[config.mk]
export PLATFORM = sky130hd
export DESIGN_NAME = render_sequencer_flat
export DESIGN_NICKNAME = d
export VERILOG_FILES = /design/src/rtl/render_sequencer_pkg.sv /design/src/rtl/render_sequencer_if.sv /design/src/rtl/render_sequencer_pass_counter.sv /design/src/rtl/render_sequencer.sv /design/src/flat_wrapper.sv
export SDC_FILE = /design/constraint.sdc
export NUM_CORES = 1
export LEC_CHECK = 0
export CORE_MARGIN = 8
export CORE_UTILIZATION = 35
export DETAILED_ROUTE_END_ITERATION = 7
export GPL_ROUTABILITY_DRIVEN = 0
export PLACE_DENSITY_LB_ADDON = 0.2
export SLEW_MARGIN = 0
export SYNTH_ARGS = -nofsm -noshare
export SYNTH_HDL_FRONTEND = slang
export SYNTH_SLANG_ARGS = --single-unit
[constraint.sdc]
create_clock -name clk -period 4.05 [get_ports clk]
set_clock_uncertainty 0.2 [all_clocks]
set_input_delay 1.0125 -clock clk [delete_from_list [all_inputs] [get_ports clk]]
set_output_delay 1.0125 -clock clk [all_outputs]
set_load 0.02 [all_outputs]
[src/rtl/render_sequencer_pkg.sv]
// render_sequencer_pkg
//   Shared definitions for the frame-loop controller of the VGA Pong datapath:
//   FSM state encoding, default timing constants, screen geometry and the
//   helper that sizes the pixel-index bus.
//   No ports (package).
package render_sequencer_pkg;

  localparam int SCREEN_W        = 160;
  localparam int SCREEN_H        = 120;
  localparam int DEF_CLEAR_TICKS = SCREEN_W * SCREEN_H;  // one plot per pixel
  localparam int DEF_FRAME_TICKS = 833333;               // 50 MHz / 60 Hz
  localparam int MIN_IDX_W       = 15;                   // enough for a full-screen clear
  localparam int STATE_W         = 4;

  typedef enum logic [STATE_W-1:0] {
    S_MENU       = 4'd0,
    S_MOVE       = 4'd1,
    S_LOAD_CLEAR = 4'd2,
    S_CLEAR      = 4'd3,
    S_LOAD_SPR   = 4'd4,
    S_DRAW_SPR   = 4'd5,
    S_WAIT       = 4'd6,
    S_PAUSE      = 4'd7
  } state_t;

  // pixel_idx must hold both a clear-pass offset and the largest sprite length
  function automatic int idx_width(input int len_w);
    return (len_w > MIN_IDX_W) ? len_w : MIN_IDX_W;
  endfunction

endpackage

[src/rtl/render_sequencer_if.sv]
// render_sequencer_if
//   Bundles the keyboard/datapath-facing signals of render_sequencer.
//   master : the sequencer (consumes enter/pause/gameover/sprite_len,
//            drives the control strobes, sprite_sel and pixel_idx)
//   slave  : the surrounding datapath / keyboard decoder
//   Parameters: NUM_SPRITES, SEL_W, LEN_W, IDX_W (pixel_idx width).
interface render_sequencer_if #(
  parameter int NUM_SPRITES = 3,
  parameter int SEL_W       = 2,
  parameter int LEN_W       = 6,
  parameter int IDX_W       = render_sequencer_pkg::idx_width(LEN_W)
) ();

  logic                         enter;
  logic                         pause;
  logic                         gameover;
  logic [NUM_SPRITES*LEN_W-1:0] sprite_len;

  logic                         menu;
  logic                         move;
  logic                         load_clear;
  logic                         clear_screen;
  logic                         load_sprite;
  logic                         draw_sprite;
  logic [SEL_W-1:0]             sprite_sel;
  logic [IDX_W-1:0]             pixel_idx;
  logic                         reset_delta;
  logic                         plot;
  logic                         paused;
  logic                         overrun;

  modport master (
    input  enter, pause, gameover, sprite_len,
    output menu, move, load_clear, clear_screen, load_sprite, draw_sprite,
           sprite_sel, pixel_idx, reset_delta, plot, paused, overrun
  );

  modport slave (
    output enter, pause, gameover, sprite_len,
    input  menu, move, load_clear, clear_screen, load_sprite, draw_sprite,
           sprite_sel, pixel_idx, reset_delta, plot, paused, overrun
  );

endinterface

[src/rtl/render_sequencer_pass_counter.sv]
// pass_counter
//   Up-counter with synchronous clear, count enable and a terminal value.
//   Ports:
//     clk, reset : clock, synchronous active-high reset
//     clr        : force count to 0 (wins over en)
//     en         : increment
//     last       : terminal value; done = (count >= last)
//     count      : current value
//     done       : terminal value reached
//   SATURATE=1 stops incrementing once done, so the count never wraps.
module pass_counter #(
  parameter int W        = 15,
  parameter bit SATURATE = 1'b0
) (
  input  logic         clk,
  input  logic         reset,
  input  logic         clr,
  input  logic         en,
  input  logic [W-1:0] last,
  output logic [W-1:0] count,
  output logic         done
);

  logic [W-1:0] count_reg, count_next;

  assign done  = (count_reg >= last);
  assign count = count_reg;

  always_comb begin
    count_next = count_reg;
    if (clr) begin
      count_next = '0;
    end else if (en && !(SATURATE && done)) begin
      count_next = count_reg + W'(1);
    end
  end

  always_ff @(posedge clk) begin
    if (reset) begin
      count_reg <= '0;
    end else begin
      count_reg <= count_next;
    end
  end

endmodule

[src/rtl/render_sequencer.sv]
// render_sequencer
//   Frame-loop controller: game update, screen clear, NUM_SPRITES draw passes
//   with runtime lengths (zero-length sprites skipped), then waits out a
//   fixed frame period. Supports pause and flags frame overrun.
//   Ports:
//     clk   : system clock
//     reset : synchronous active-high reset
//     bus   : render_sequencer_if.master (enter/pause/gameover/sprite_len in,
//             control strobes, sprite_sel, pixel_idx out)
//   All outputs are Moore, decoded from registered state and counters.
module render_sequencer
  import render_sequencer_pkg::*;
#(
  parameter int NUM_SPRITES = 3,
  parameter int SEL_W       = 2,
  parameter int LEN_W       = 6,
  parameter int CLEAR_TICKS = DEF_CLEAR_TICKS,
  parameter int FRAME_TICKS = DEF_FRAME_TICKS,
  parameter int FRAME_W     = 20
) (
  input logic               clk,
  input logic               reset,
  render_sequencer_if.master bus
);

  localparam int IDX_W = idx_width(LEN_W);
  localparam logic [FRAME_W-1:0] FRAME_LAST = FRAME_W'(FRAME_TICKS - 1);
  localparam logic [IDX_W-1:0]   CLEAR_LAST = IDX_W'(CLEAR_TICKS - 1);
  localparam logic [SEL_W-1:0]   SEL_LAST   = SEL_W'(NUM_SPRITES - 1);

  state_t             state_reg, state_next;
  logic [SEL_W-1:0]   sel_reg, sel_next;
  logic [LEN_W-1:0]   len_reg, len_next;    // length sampled in S_LOAD_SPR
  logic               wait_entry_reg, wait_entry_next;

  logic [LEN_W-1:0]   len_arr [NUM_SPRITES];
  logic [LEN_W-1:0]   cur_len;
  logic               last_sel;

  logic [IDX_W-1:0]   pass_count, pass_last;
  logic               pass_done, pass_clr;
  logic [FRAME_W-1:0] frame_count;
  logic               frame_done, frame_clr, frame_en;

  // unpack per-sprite lengths
  for (genvar gi = 0; gi < NUM_SPRITES; gi++) begin : g_len
    assign len_arr[gi] = bus.sprite_len[gi*LEN_W +: LEN_W];
  end

  always_comb begin
    cur_len = '0;
    for (int k = 0; k < NUM_SPRITES; k++) begin
      if (sel_reg == SEL_W'(k)) cur_len = len_arr[k];
    end
  end

  assign last_sel = (sel_reg == SEL_LAST);

  // Shared pixel counter for the clear pass and every sprite pass. It sits at
  // 0 in every other state so each pass starts from offset 0. A draw pass is
  // only entered with a nonzero length, so len_reg-1 never underflows here.
  assign pass_clr  = !((state_reg == S_CLEAR) || (state_reg == S_DRAW_SPR));
  assign pass_last = (state_reg == S_CLEAR) ? CLEAR_LAST
                                            : (IDX_W'(len_reg) - IDX_W'(1));

  pass_counter #(.W(IDX_W), .SATURATE(1'b0)) u_pass (
    .clk   (clk),
    .reset (reset),
    .clr   (pass_clr),
    .en    (!pass_clr),
    .last  (pass_last),
    .count (pass_count),
    .done  (pass_done)
  );

  // Frame counter reads 0 during S_MOVE (cleared on the way in), so the
  // S_MOVE-to-S_MOVE period is exactly FRAME_TICKS plus pause time.
  assign frame_clr = (state_reg == S_MENU) || (state_next == S_MOVE);
  assign frame_en  = (state_reg != S_MENU) && (state_reg != S_PAUSE);

  pass_counter #(.W(FRAME_W), .SATURATE(1'b1)) u_frame (
    .clk   (clk),
    .reset (reset),
    .clr   (frame_clr),
    .en    (frame_en),
    .last  (FRAME_LAST),
    .count (frame_count),
    .done  (frame_done)
  );

  always_comb begin
    state_next      = state_reg;
    sel_next        = sel_reg;
    len_next        = len_reg;
    wait_entry_next = 1'b0;
    case (state_reg)
      S_MENU: begin
        if (bus.enter) state_next = S_MOVE;
      end
      S_MOVE: begin
        state_next = bus.gameover ? S_MENU : S_LOAD_CLEAR;
      end
      S_LOAD_CLEAR: begin
        state_next = S_CLEAR;
      end
      S_CLEAR: begin
        if (pass_done) begin
          state_next = S_LOAD_SPR;
          sel_next   = '0;
        end
      end
      S_LOAD_SPR: begin
        len_next = cur_len;
        if (cur_len != '0) begin
          state_next = S_DRAW_SPR;
        end else if (last_sel) begin
          state_next      = S_WAIT;
          sel_next        = '0;
          wait_entry_next = 1'b1;
        end else begin
          sel_next = sel_reg + SEL_W'(1);
        end
      end
      S_DRAW_SPR: begin
        if (pass_done) begin
          if (last_sel) begin
            state_next      = S_WAIT;
            sel_next        = '0;
            wait_entry_next = 1'b1;
          end else begin
            state_next = S_LOAD_SPR;
            sel_next   = sel_reg + SEL_W'(1);
          end
        end
      end
      S_WAIT: begin
        // pause beats expiry; the saturated counter expires after unpause
        if (bus.pause)       state_next = S_PAUSE;
        else if (frame_done) state_next = S_MOVE;
      end
      S_PAUSE: begin
        if (bus.pause) state_next = S_WAIT;
      end
      default: state_next = S_MENU;
    endcase
  end

  always_ff @(posedge clk) begin
    if (reset) begin
      state_reg      <= S_MENU;
      sel_reg        <= '0;
      len_reg        <= '0;
      wait_entry_reg <= 1'b0;
    end else begin
      state_reg      <= state_next;
      sel_reg        <= sel_next;
      len_reg        <= len_next;
      wait_entry_reg <= wait_entry_next;
    end
  end

  assign bus.menu         = (state_reg == S_MENU);
  assign bus.move         = (state_reg == S_MOVE);
  assign bus.load_clear   = (state_reg == S_LOAD_CLEAR);
  assign bus.clear_screen = (state_reg == S_CLEAR);
  assign bus.load_sprite  = (state_reg == S_LOAD_SPR);
  assign bus.draw_sprite  = (state_reg == S_DRAW_SPR);
  assign bus.sprite_sel   = ((state_reg == S_LOAD_SPR) || (state_reg == S_DRAW_SPR)) ? sel_reg : '0;
  assign bus.pixel_idx    = pass_clr ? '0 : pass_count;
  assign bus.reset_delta  = (state_reg == S_LOAD_CLEAR) || (state_reg == S_LOAD_SPR);
  assign bus.plot         = (state_reg == S_CLEAR) || (state_reg == S_DRAW_SPR);
  assign bus.paused       = (state_reg == S_PAUSE);
  // Only the first S_WAIT cycle after drawing can flag an overrun; re-entry
  // from S_PAUSE with an expired counter is a normal frame end.
  assign bus.overrun      = (state_reg == S_WAIT) && wait_entry_reg && (frame_count >= FRAME_LAST);

endmodule
[src/flat_wrapper.sv]
// flat-port wrapper written by rule: the top's interface ports become plain ports
module render_sequencer_flat import render_sequencer_pkg::*;
#(
  parameter int NUM_SPRITES = 3,
  parameter int SEL_W       = 2,
  parameter int LEN_W       = 6,
  parameter int CLEAR_TICKS = DEF_CLEAR_TICKS,
  parameter int FRAME_TICKS = DEF_FRAME_TICKS,
  parameter int FRAME_W     = 20
)
  (clk, reset, bus_enter, bus_pause, bus_gameover, bus_sprite_len, bus_menu, bus_move, bus_load_clear, bus_clear_screen, bus_load_sprite, bus_draw_sprite, bus_sprite_sel, bus_pixel_idx, bus_reset_delta, bus_plot, bus_paused, bus_overrun);
  render_sequencer_if #(.NUM_SPRITES(NUM_SPRITES), .SEL_W(SEL_W), .LEN_W(LEN_W)) bus_i ();
  input logic clk;
  input logic reset;
  input wire logic [$bits(bus_i.enter)-1:0] bus_enter;
  input wire logic [$bits(bus_i.pause)-1:0] bus_pause;
  input wire logic [$bits(bus_i.gameover)-1:0] bus_gameover;
  input wire logic [$bits(bus_i.sprite_len)-1:0] bus_sprite_len;
  output wire logic [$bits(bus_i.menu)-1:0] bus_menu;
  output wire logic [$bits(bus_i.move)-1:0] bus_move;
  output wire logic [$bits(bus_i.load_clear)-1:0] bus_load_clear;
  output wire logic [$bits(bus_i.clear_screen)-1:0] bus_clear_screen;
  output wire logic [$bits(bus_i.load_sprite)-1:0] bus_load_sprite;
  output wire logic [$bits(bus_i.draw_sprite)-1:0] bus_draw_sprite;
  output wire logic [$bits(bus_i.sprite_sel)-1:0] bus_sprite_sel;
  output wire logic [$bits(bus_i.pixel_idx)-1:0] bus_pixel_idx;
  output wire logic [$bits(bus_i.reset_delta)-1:0] bus_reset_delta;
  output wire logic [$bits(bus_i.plot)-1:0] bus_plot;
  output wire logic [$bits(bus_i.paused)-1:0] bus_paused;
  output wire logic [$bits(bus_i.overrun)-1:0] bus_overrun;
  assign bus_i.enter = bus_enter;
  assign bus_i.pause = bus_pause;
  assign bus_i.gameover = bus_gameover;
  assign bus_i.sprite_len = bus_sprite_len;
  assign bus_menu = bus_i.menu;
  assign bus_move = bus_i.move;
  assign bus_load_clear = bus_i.load_clear;
  assign bus_clear_screen = bus_i.clear_screen;
  assign bus_load_sprite = bus_i.load_sprite;
  assign bus_draw_sprite = bus_i.draw_sprite;
  assign bus_sprite_sel = bus_i.sprite_sel;
  assign bus_pixel_idx = bus_i.pixel_idx;
  assign bus_reset_delta = bus_i.reset_delta;
  assign bus_plot = bus_i.plot;
  assign bus_paused = bus_i.paused;
  assign bus_overrun = bus_i.overrun;
  render_sequencer #(.NUM_SPRITES(NUM_SPRITES), .SEL_W(SEL_W), .LEN_W(LEN_W), .CLEAR_TICKS(CLEAR_TICKS), .FRAME_TICKS(FRAME_TICKS), .FRAME_W(FRAME_W)) u_core (.clk(clk), .reset(reset), .bus(bus_i));
endmodule
Yosys cells after proc, flatten, opt, wreduce, memory -nomap -nowiden. Index checks and enable logic that the tools add are counted. W data, S select, Z words.

Register bits after elaboration: 48. Output and inout bits: 27. Word-level logic and storage cells: 70. Input bits: 23.

Reduce and logical (&&, ||, !) cells: 17. Add/sub/neg operators: 4. Muxes and demuxes: 26. Order comparisons: 2. Equal/unequal tests: 14. Bitwise logic cells: 1.

Operator list (number): $mux W4 (8); $pmux W4 S8 (1); $mux W15 (2); $add A20 B1 Y20 const B (1); $ge A20 B20 Y1 const B (1); $mux W6 (3); $eq A4 B3 Y1 const B (4); $add A15 B1 Y15 const B (1); $ge A15 B15 Y1 (1); $mux W2 (7); $eq A4 B1 Y1 const B (2); $eq A4 B2 Y1 const B (2); $sub A6 B1 Y7 const B (1); $pmux W2 S3 (1); $reduce_bool A6 Y1 (1); $logic_and A1 B1 Y1 (4); $logic_not A4 Y1 (1); $logic_or A1 B1 Y1 (4); $ne A2 B1 Y1 const B (2); $ne A4 B3 Y1 const B (1); $reduce_and A4 Y1 (1); $reduce_bool A4 Y1 (1); $reduce_or A2 Y1 (2); $mux W1 (3); other kinds (9) (9).

Longest topological paths before layout. Gate-level depths: netlist of the first run.

Word-level depth: 10. Mapped depth: 14.

Cells and area by module. Synthesis of the first run repeated with hierarchy kept, for this count alone.

Cell total of the unflattened synthesis: 477. Area total of the unflattened synthesis: 3722.3 um^2.

Modules (own cells, without submodules): pass_counter at u_core.u_frame (cells an instance 187, area each 1466.4 um^2, instances 1); render_sequencer (cells an instance 163, area each 1187.4 um^2, instances 1); pass_counter at u_core.u_pass (cells an instance 127, area each 1068.5 um^2, instances 1).

Worst setup path before layout of the first run. OpenSTA, ideal clock, no wires.

Path type: flip-flop to flip-flop. Start: register u_core.len_reg[0]. End: register u_core.u_frame.count_reg[16], in the netlist u_core.u_frame.count[16]. Arrival: 2923 ps. Path buffers: 1. Setup slack: 853 ps. Cell stages (with the launch flop): 14. Period minus slack after synthesis: 3197 ps. Path through: dfxtp_1 inv_1 ha_1 nor4b_4 nand3_1 ha_1 nand4_1 or2_2 o22ai_2 nand2_2 o21a_2 a221o_1 buf_6 a31oi_2.

Longest elaborated chain between the ends: 8. Elaborated cells on any way between the ends: 9.

RTL lines: from (decl) (RTL line render_sequencer.sv:33) `logic [LEN_W-1:0] len_reg, len_next;`; from (signal assigned) (RTL line render_sequencer.sv:157) `len_reg <= len_next;`; $sub A6 B1 Y7 (*) (RTL line render_sequencer.sv:64) `: (IDX_W'(len_reg) - IDX_W'(1));`; $mux W15 (*) (RTL line render_sequencer.sv:63) `assign pass_last = (state_reg == S_CLEAR) ? CLEAR_LAST`; $ge A15 B15 Y1 (*) (RTL line render_sequencer_pass_counter.sv:26) `assign done = (count_reg >= last);`; $mux W4, on equally long branches (RTL line render_sequencer.sv:125, render_sequencer.sv:107); $pmux W4 S8 (*) (RTL line render_sequencer.sv:96) `case (state_reg)`; $eq A4 B1 Y1 (*) (RTL line render_sequencer.sv:78) `assign frame_clr = (state_reg == S_MENU) || (state_next == S_MOVE);`; $logic_or A1 B1 Y1 (*) (RTL line render_sequencer.sv:78); $reduce_or A2 Y1 (no source line) (*); to (signal assigned) (RTL line render_sequencer_pass_counter.sv:42) `count_reg <= count_next;`; to (decl) (RTL line render_sequencer_pass_counter.sv:24) `logic [W-1:0] count_reg, count_next;`.

Every way passes the cells marked *; elsewhere a longest branch is shown, timed or not. A chain may end at the register's enable or synchronous reset.

Worst setup path after layout of the first run.
Start: register u_core.u_frame.count_reg[2], in the netlist u_core.u_frame.count[2]. End: output bus_overrun.

Longest elaborated chain between the ends: 2.

RTL lines: $ge A20 B20 Y1 (RTL line render_sequencer.sv:175) `assign bus.overrun = (state_reg == S_WAIT) && wait_entry_reg && (frame_count >= FRAME_LAST);`; $logic_and A1 B1 Y1 (RTL line render_sequencer.sv:175); to (decl) (RTL line flat_wrapper.sv:30) `output wire logic [$bits(bus_i.overrun)-1:0] bus_overrun;`.

Every way passes these cells.

==> results of run 1 <==
==> layer usage <==
layer  GRT usage (%)  share of wire [%]
met1            15.4                 47
met2            21.1                 48
met3            3.78                4.5
met4            3.87                1.2
met5               0                  0
==> how the worst min path moves through the flow <==
stage | to | slack [ps]
finish | u_core.u_pass.count[0]$_SDFF_PP0_ | 310
global route | u_core.len_reg[1]$_SDFFE_PP0P_ | 350
CTS | u_core.u_pass.count[0]$_SDFF_PP0_ | 310
detailed placement | u_core.u_pass.count[0]$_SDFF_PP0_ | 280
global placement | u_core.u_pass.count[0]$_SDFF_PP0_ | 270
floorplan | u_core.u_pass.count[0]$_SDFF_PP0_ | 240
==> where the power goes <==
group          leakage [nW]  internal (mW)  switching [mW]
sequential            0.387          0.473         0.00303
combinational         0.880         0.0319          0.0274
clock                0.0552          0.184           0.164
==> layout make-up <==
type	instances	area (um^2)	area share, %
well taps	111	139	3.53
repair buffers	57	551	14.0
inverters	13	48.8	1.24
flip-flops and latches	48	961	24.4
clock buffers	6	72.6	1.85
clock inverters	2	35.0	0.891
multi-input cells	314	2130	54.1
==> synth_stat cells (4+ instances only) <==
master,instances
a21oi_1,14
a31oi_1,22
and2_1,6
and3_1,7
and4_1,4
buf_2,7
buf_6,4
clkbuf_1,9
dfxtp_1,48
ha_1,15
inv_1,12
mux2i_1,10
nand2_1,36
nand3_1,17
nand4_1,14
nor2_1,42
nor2b_1,16
nor3_1,9
o21ai_0,8
o2bb2ai_1,5
xnor2_1,27
xor2_1,7
==> cell families (layout without fill, tap and decap cells) <==
group | count (synthesis) | after routing | synth area share, %
AND/OR/NAND/NOR | 175 | 175 | 28.9
AO/OA/AOI/OAI | 79 | 79 | 17.9
flip-flops | 48 | 48 | 29.3
buffers and inverters | 36 | 78 | 5.81
XOR/XNOR | 34 | 34 | 9.09
adder cells (fa/ha/maj) | 15 | 15 | 5.73
multiplexers | 10 | 10 | 3.06
other | 1 | 1 | 0.115
==> stage by stage <==
stage	utilization, %	cell area, um^2	hold WS, ps	worst slack (ps)	cells
final	43.0	3930	305	165	551
after global routing	43.0	3930	348	38.6	551
after CTS	43.0	3930	305	198	551
after detailed placement	41.8	3820	280	299	543
after global placement	41.8	3820	269	387	543
after floorplan	-	3270	241	853	398
==> what timing repair did <==
item,CTS,global route
setup endpoints to repair,0,21
resized for setup,0,1
hold endpoints to repair,0,0
buffers inserted,0,0
==> worst reg2reg max path, delay by kind of cell, from the launching register on <==
kind | cells | cell delay [ps]
AOI/OAI and AO/OA | 3 | 1000
DFF | 1 | 350
and+or+nand+nor | 6 | 1280
buffers and inverters | 1 | 60
adders and majority gates | 2 | 590
==> reports/qor.txt, run 1 <==
Fill cells - 921
Starting DRT DRC Count - 136
Synth async-reset ratio - 0%
Post-CTS Hold Fix Bufs - 0
H-tree Lvls - 2
Worst-path maximum fanout - 7
Yosys top cell by area - dfxtp_1
CTS Buffer Depth - 2
First-pass GRT wire length - 13.6 mm
Crit end category - output port
GR Util All Layers - 12.7%
Final Hold Viols - 0
EDFF count, synth - 0
Initial Utilization - 35.8%
Syn Area/Cell - 8.23 um^2
Final Setup Violations - 0
Worst r2r src - u_core.len_reg[0]$_SDFFE_PP0P_
YS warnings - 0
Worst Tran Pin Value - 717 ps
Sequential area share after synthesis - 29.3%
Initial antenna violation count - 0
Final TNS setup - 0 ps
Fraction of layout cells with a size suffix above 1 - 9.55%
Clock-pin slew on the worst setup and hold paths - 90 ps
Crit share post-route - 95.9%
Die H - 113 um
Worst path depth - 6
Worst Path Buf+Inv - 1
Unique masters post-synth - 64
Critical path required time - 2840 ps
Power per cell area - 225 mW/mm^2
Vias per cell - 5.31
CTS tree - done
Worst reg-to-reg path cell count - 12
Inserted Clock Buffers - 5
HPWL Detailed - 5.89 mm
Top cells by area, synth - dfxtp_1, xnor2_1, ha_1
DIE AREA - 0.0127 mm^2
CP delay by family, top - simple AND/OR/NAND/NOR gates
Critical path's most frequent cell - a21oi_1
Main synth FF type - dfxtp_1
RSZ-0062 raised after global routing - false
Most common cell after layout, fill and taps aside - clkdlybuf4s50_1
CTS Sinks - 48
Max VDD drop - 0.000107 V
CP endpoint - bus_overrun
Clock Latency Late Sink - 300 ps
WL/cell - 14.4 um
Yosys reg bits - 48
Overall Power - 0.883 mW
Root Buffer - clkbuf_8
Post-Syn Nets - 436
Status - completed
Crit-path max cell delay - 620 ps
Max FFs per register - 20
Post-DRT Antenna Nets - 0
Min-Delay Path Depth - 1
Worst Hold Launch - u_core.u_pass.count[0]$_SDFF_PP0_
Drt pass-1 iters - 4
Final wirelength - 7.94 mm
Area Growth Syn to Fin - 20.1%
Die Wd - 113 um
Crit Reg-Reg Endpoint - u_core.state_reg[0]$_SDFF_PP0_
I/O pins - 50
Core Region - 0.00915 mm^2
Final min period - 3890 ps
Type of the tightest min-delay check - flop to flop
Post-Syn Instances - 398
DR DRC count - 0
Crit path from - u_core.u_frame.count[2]$_SDFFE_PP0P_
Total vias in the final route - 2926
LEAKAGE - 1.32 nW
Max-slew violations - 0
Crit-path slowest cell - clkdlybuf4s50_1
Worst Path Arrival - 2670 ps
Largest net degree at the start of global routing - 22
Fmax - 0.257 GHz
Commonest cells after routing, fill and taps aside - clkdlybuf4s50_1, dfxtp_1, nor2_1
Row count - 35
Cell Area, Synth - 0.00327 mm^2
Crit path cell chain - o211ai_1 -> a21oi_1 -> a21oi_1 -> nor4b_1 -> and2_1 -> clkdlybuf4s50_1
Antenna fix cells - 0
CP startpoint kind - flop
Relative slew slack - 52.2%
Nets - 477
GRT overflow - 0
WS Path Type - flop to output port
Vias in the first global route - 2870
Max cap viols - 0
# port buffers - 49
Flop2flop setup slack - 450 ps
Yosys top cell area share - 29.3%
(Power assumes the default switching activity.)
==> run 2: changes to the inputs <==
--- a/config.mk
+++ b/config.mk
@@ -5,6 +5,7 @@
 export SDC_FILE = /design/constraint.sdc
 export NUM_CORES = 1
 export LEC_CHECK = 0
+export CORE_ASPECT_RATIO = 1.4
 export CORE_MARGIN = 8
 export CORE_UTILIZATION = 35
 export DETAILED_ROUTE_END_ITERATION = 7
==> reports/qor.txt, run 2 (synthesis results as in run 1) <==
Status - completed
Relative slew slack - 53.1% (+0.88 points)
Initial Utilization - 35.2% (-0.57 points)
DIE AREA - 0.0128 mm^2 (+0.34%)
WS Path Type - flop to output port
Root Buffer - clkbuf_16
Drt pass-1 iters - 4 (unchanged)
Critical path's most frequent cell - a21oi_1
Most common cell after layout, fill and taps aside - clkdlybuf4s50_1
Worst Tran Pin Value - 703 ps (-13.2 ps)
GRT overflow - 0 (unchanged)
Final min period - 3700 ps (-190 ps)
Initial antenna violation count - 0 (unchanged)
Commonest cells after routing, fill and taps aside - clkdlybuf4s50_1, dfxtp_1, nor2_1
Max VDD drop - 0.000138 V (+29%)
RSZ-0062 raised after global routing - false
Inserted Clock Buffers - 5 (unchanged)
Post-DRT Antenna Nets - 0 (unchanged)
DR DRC count - 0 (unchanged)
Critical path required time - 2840 ps (about the same)
Die H - 130 um (+16%)
Crit end category - output port
CTS Buffer Depth - 2 (unchanged)
Core Region - 0.00930 mm^2 (+1.6%)
I/O pins - 50 (unchanged)
Post-Route Utilization - 43.2% (+0.25 points)
Crit share post-route - 91.2% (-4.7 points)
Clock Latency Late Sink - 290 ps (about the same)
Max FFs per register - 20 (unchanged)
Final wirelength - 8.66 mm (+9.1%)
Crit-path slowest cell - clkdlybuf4s50_1
Worst Path Arrival - 2480 ps (-190 ps)
LEAKAGE - 1.37 nW (+3.4%)
Max-slew violations - 0 (unchanged)
Fraction of layout cells with a size suffix above 1 - 9.95% (+0.41 points)
Final Hold Viols - 0 (unchanged)
Final Setup Violations - 0 (unchanged)
GR Util All Layers - 13.7% (+1.0 points)
Postcts setup bufs - 0 (unchanged)
Vias in the first global route - 2925 (+1.9%)
H-tree Lvls - 2 (unchanged)
Worst Path Buf+Inv - 1 (unchanged)
Vias per cell - 5.34 (+0.64%)
WL/cell - 15.7 um (+8.9%)
Total vias in the final route - 2950 (+0.82%)
Die Wd - 97.7 um (-13%)
CP startpoint kind - flop
Crit-path max cell delay - 610 ps (about the same)
Fill cells - 926 (+0.54%)
Antenna fix cells - 0 (unchanged)
Max cap viols - 0 (unchanged)
Final TNS setup - 0 ps (unchanged)
Starting DRT DRC Count - 88 (-35%)
Worst-path maximum fanout - 7 (unchanged)
CP delay by family, top - buffers and inverters
HPWL Detailed - 6.57 mm (+11%)
Fmax - 0.271 GHz (+5.1%)
Power per cell area - 259 mW/mm^2 (+15%)
CTS Sinks - 48 (unchanged)
Dpl cells - 544 (+0.18%)
Crit path cell chain - o211ai_1 -> a21oi_1 -> a21oi_1 -> nor4b_1 -> and2_1 -> clkdlybuf4s50_1
CTS tree - done
Area Growth Syn to Fin - 22.8%
Gates resized, CTS repair - 0 (unchanged)
Nets - 479 (+0.42%)
Layout Cells excl Fill - 552 (+0.18%)
Clock-pin slew on the worst setup and hold paths - 70 ps (-20 ps)
Type of the tightest min-delay check - flop to flop
First-pass GRT wire length - 14.3 mm (+5.1%)
Row count - 42 (+20%)
Post-CTS Hold Fix Bufs - 0 (unchanged)
Largest net degree at the start of global routing - 22 (unchanged)
# port buffers - 49 (unchanged)
==> run 2: cell types whose count changed in the layout (fill, tap and decap cells not counted), sizes merged <==
| cell | change |
|---|---|
| clkbuf | +1 |
| buf | +2 |
| clkinv | -1 |
==> run 2: worst paths after layout <==
check                                        from                                     to  slack, ps  depth (start not counted)
max          u_core.u_frame.count[2]$_SDFFE_PP0P_                            bus_overrun        350                          6
min             u_core.u_pass.count[0]$_SDFF_PP0_      u_core.u_pass.count[0]$_SDFF_PP0_        300                          1
min reg2reg     u_core.u_pass.count[0]$_SDFF_PP0_      u_core.u_pass.count[0]$_SDFF_PP0_        300                          1
max reg2reg        u_core.len_reg[0]$_SDFFE_PP0P_  u_core.u_frame.count[11]$_SDFFE_PP0P_        410                         13
==> run 2: per-layer routing <==
layer  track usage, %  share of wire, %
met5                0                 0
met2             25.4                52
met3             2.81               2.6
met4             3.96               1.1
met1             15.5                45
==> run 2: power by group <==
group	internal (mW)	switching, mW	leakage (nW)	total [mW]
Combinational	0.0328	0.0289	0.890	0.0617
Clock	0.325	0.177	0.0901	0.502
Sequential	0.473	0.00235	0.387	0.476
==> run 2: final cells by class <==
cell class	count	area [um^2]	share of cell area, %
Timing Repair Buffer	59	566	14.1
Multi-Input combinational cell	314	2120	52.8
Inverter	13	48.8	1.21
Clock buffer	7	153	3.80
Sequential cell	48	961	23.9
Clock inverter	1	30.0	0.747
Tap cell	110	138	3.42
==> run 2: metrics by stage <==
step	instance area [um^2]	hold WS (ps)	setup WS, ps	power [mW]
after floorplan	3270	241	853	0.518
after global placement	3840	266	527	0.549
after detailed placement	3840	277	405	0.549
after CTS	4020	293	305	1.06
after global routing	4020	325	66.2	1.08
final	4020	296	355	1.04
==> run 3: changes to the inputs <==
--- a/config.mk
+++ b/config.mk
@@ -6,7 +6,7 @@
 export NUM_CORES = 1
 export LEC_CHECK = 0
 export CORE_ASPECT_RATIO = 1.4
-export CORE_MARGIN = 8
+export CORE_MARGIN = 3
 export CORE_UTILIZATION = 35
 export DETAILED_ROUTE_END_ITERATION = 7
 export GPL_ROUTABILITY_DRIVEN = 0
==> reports/qor.txt, run 3 (synthesis results as in run 1) <==
GRT overflow - 0 (unchanged)
Commonest cells after routing, fill and taps aside - clkdlybuf4s50_1, dfxtp_1, nor2_1
Met1 usage - 20.0% (+4.5 points)
Power per cell area - 252 mW/mm^2 (-2.6%)
Relative slew slack - 54.7% (+1.6 points)
Crit share post-route - 92.3% (+1.1 points)
CTS tree - done
First-pass GRT wire length - 14.1 mm (-1.0%)
Worst Tran Pin Value - 679 ps (-24.3 ps)
Largest net degree at the start of global routing - 22 (unchanged)
Antenna fix cells - 0 (unchanged)
I/O pins - 50 (unchanged)
WL/cell - 15.5 um (-1.1%)
GRT met3 Usage - 2.59% (-0.22 points)
Crit-path slowest cell - clkdlybuf4s50_1
Final min period - 3740 ps (+43.5 ps)
Layer with the highest usage - met2
CTS Sinks - 48 (unchanged)
Hold WS - 291 ps (-5.50 ps)
Most common cell after layout, fill and taps aside - clkdlybuf4s50_1
Inserted Clock Buffers - 5 (unchanged)
Row count - 41 (-2.4%)
CTS Buffer Depth - 2 (unchanged)
Root Buffer - clkbuf_16
Worst-path maximum fanout - 17 (+10)
LEAKAGE - 1.35 nW (-1.0%)
Initial Utilization - 36.1% (+0.86 points)
Fraction of layout cells with a size suffix above 1 - 9.52% (-0.43 points)
Post-Route Utilization - 43.9% (+0.72 points)
Type of the tightest min-delay check - flop to flop
Die H - 120 um (-7.7%)
Overall Power - 1.01 mW (-3.3%)
Worst Path Buf+Inv - 3 (+2)
GR Util All Layers - 16.9% (+3.2 points)
DIE AREA - 0.0106 mm^2 (-17%)
Final Setup Violations - 0 (unchanged)
H-tree Lvls - 2 (unchanged)
Met2 Use GR - 30.3% (+4.8 points)
Max-slew violations - 0 (unchanged)
Vias per cell - 5.29 (-1.1%)
Initial antenna violation count - 0 (unchanged)
Die Wd - 87.7 um (-10%)
Crit end category - output port
Max VDD drop - 0.000131 V (-5.6%)
Vias in the first global route - 2877 (-1.6%)
Status - completed
Final TNS setup - 0 ps (unchanged)
CP delay by family, top - buffers and inverters
Final wirelength - 8.51 mm (-1.8%)
CP startpoint kind - flop
HPWL Detailed - 6.37 mm (-3.0%)
Gates resized, CTS repair - 0 (unchanged)
RSZ-0062 raised after global routing - false
Max FFs per register - 20 (unchanged)
Drt pass-1 iters - 4 (unchanged)
Clock-pin slew on the worst setup and hold paths - 60 ps (about the same)
Worst Path Arrival - 2530 ps (+50 ps)
Starting DRT DRC Count - 114 (+30%)
DR DRC count - 0 (unchanged)
Final Hold Viols - 0 (unchanged)
Crit-path max cell delay - 590 ps (-20 ps)
Post-CTS Hold Fix Bufs - 0 (unchanged)
Fmax - 0.267 GHz (-1.2%)
WS Path Type - flop to output port
Crit path cell chain - nand4bb_4 -> inv_2 -> nor2_2 -> inv_1 -> clkdlybuf4s50_1
Total vias in the final route - 2897 (-1.8%)
Area Growth Syn to Fin - 21.9%
Clock Latency Late Sink - 290 ps (about the same)
Postcts setup bufs - 0 (unchanged)
Max cap viols - 0 (unchanged)
Critical path required time - 2840 ps (about the same)
# port buffers - 49 (unchanged)
Core Region - 0.00908 mm^2 (-2.4%)
Post-DRT Antenna Nets - 0 (unchanged)
Nets - 478 (-0.21%)
==> run 3: changes by cell type in the layout (fill, tap and decap cells not counted) <==
| cell | change |
|---|---|
| buf_4 | -1 |
| clkbuf_1 | +1 |
| clkbuf_8 | -2 |
| clkinv_2 | +1 |
==> run 3: final cells by class <==
class                   instances  area, um^2
flip-flops and latches         48         961
multi-input cells             314        2120
fillers                       942        5090
well taps                     107         134
clock buffers                   6         129
repair buffers                 58         558
inverters                      13        48.8
clock inverters                 2        35.0
==> run 3: worst paths after layout <==
check	start	to	slack, ps	cells after the start
worst max-delay path	u_core.state_reg[3]$_SDFF_PP0_	bus_plot	310	5
worst min-delay path	u_core.u_pass.count[0]$_SDFF_PP0_	u_core.u_pass.count[0]$_SDFF_PP0_	290	1
worst max register to register	u_core.len_reg[0]$_SDFFE_PP0P_	u_core.u_frame.count[17]$_SDFFE_PP0P_	410	13
worst min register to register	u_core.u_pass.count[0]$_SDFF_PP0_	u_core.u_pass.count[0]$_SDFF_PP0_	290	1
==> run 3: per-layer routing <==
metal,part of all wire (%),routed length (um)
met3,2.8,234
met1,43,3640
met2,53,4480
met4,1.8,153
met5,0,0
==> run 3: stage by stage <==
step           std cells  worst slack (ps)  area [um^2]
2_1_floorplan        398               853         3270
3_3_place_gp         540               506         3830
3_5_place_dp         540               428         3830
4_1_cts              548               256         3990
5_1_grt              548               114         3990
6_report             548               311         3990
==> run 3: where the power goes <==
part	switching, mW	internal, mW
clock network	0.178	0.291
logic	0.0276	0.0322
registers	0.00403	0.473
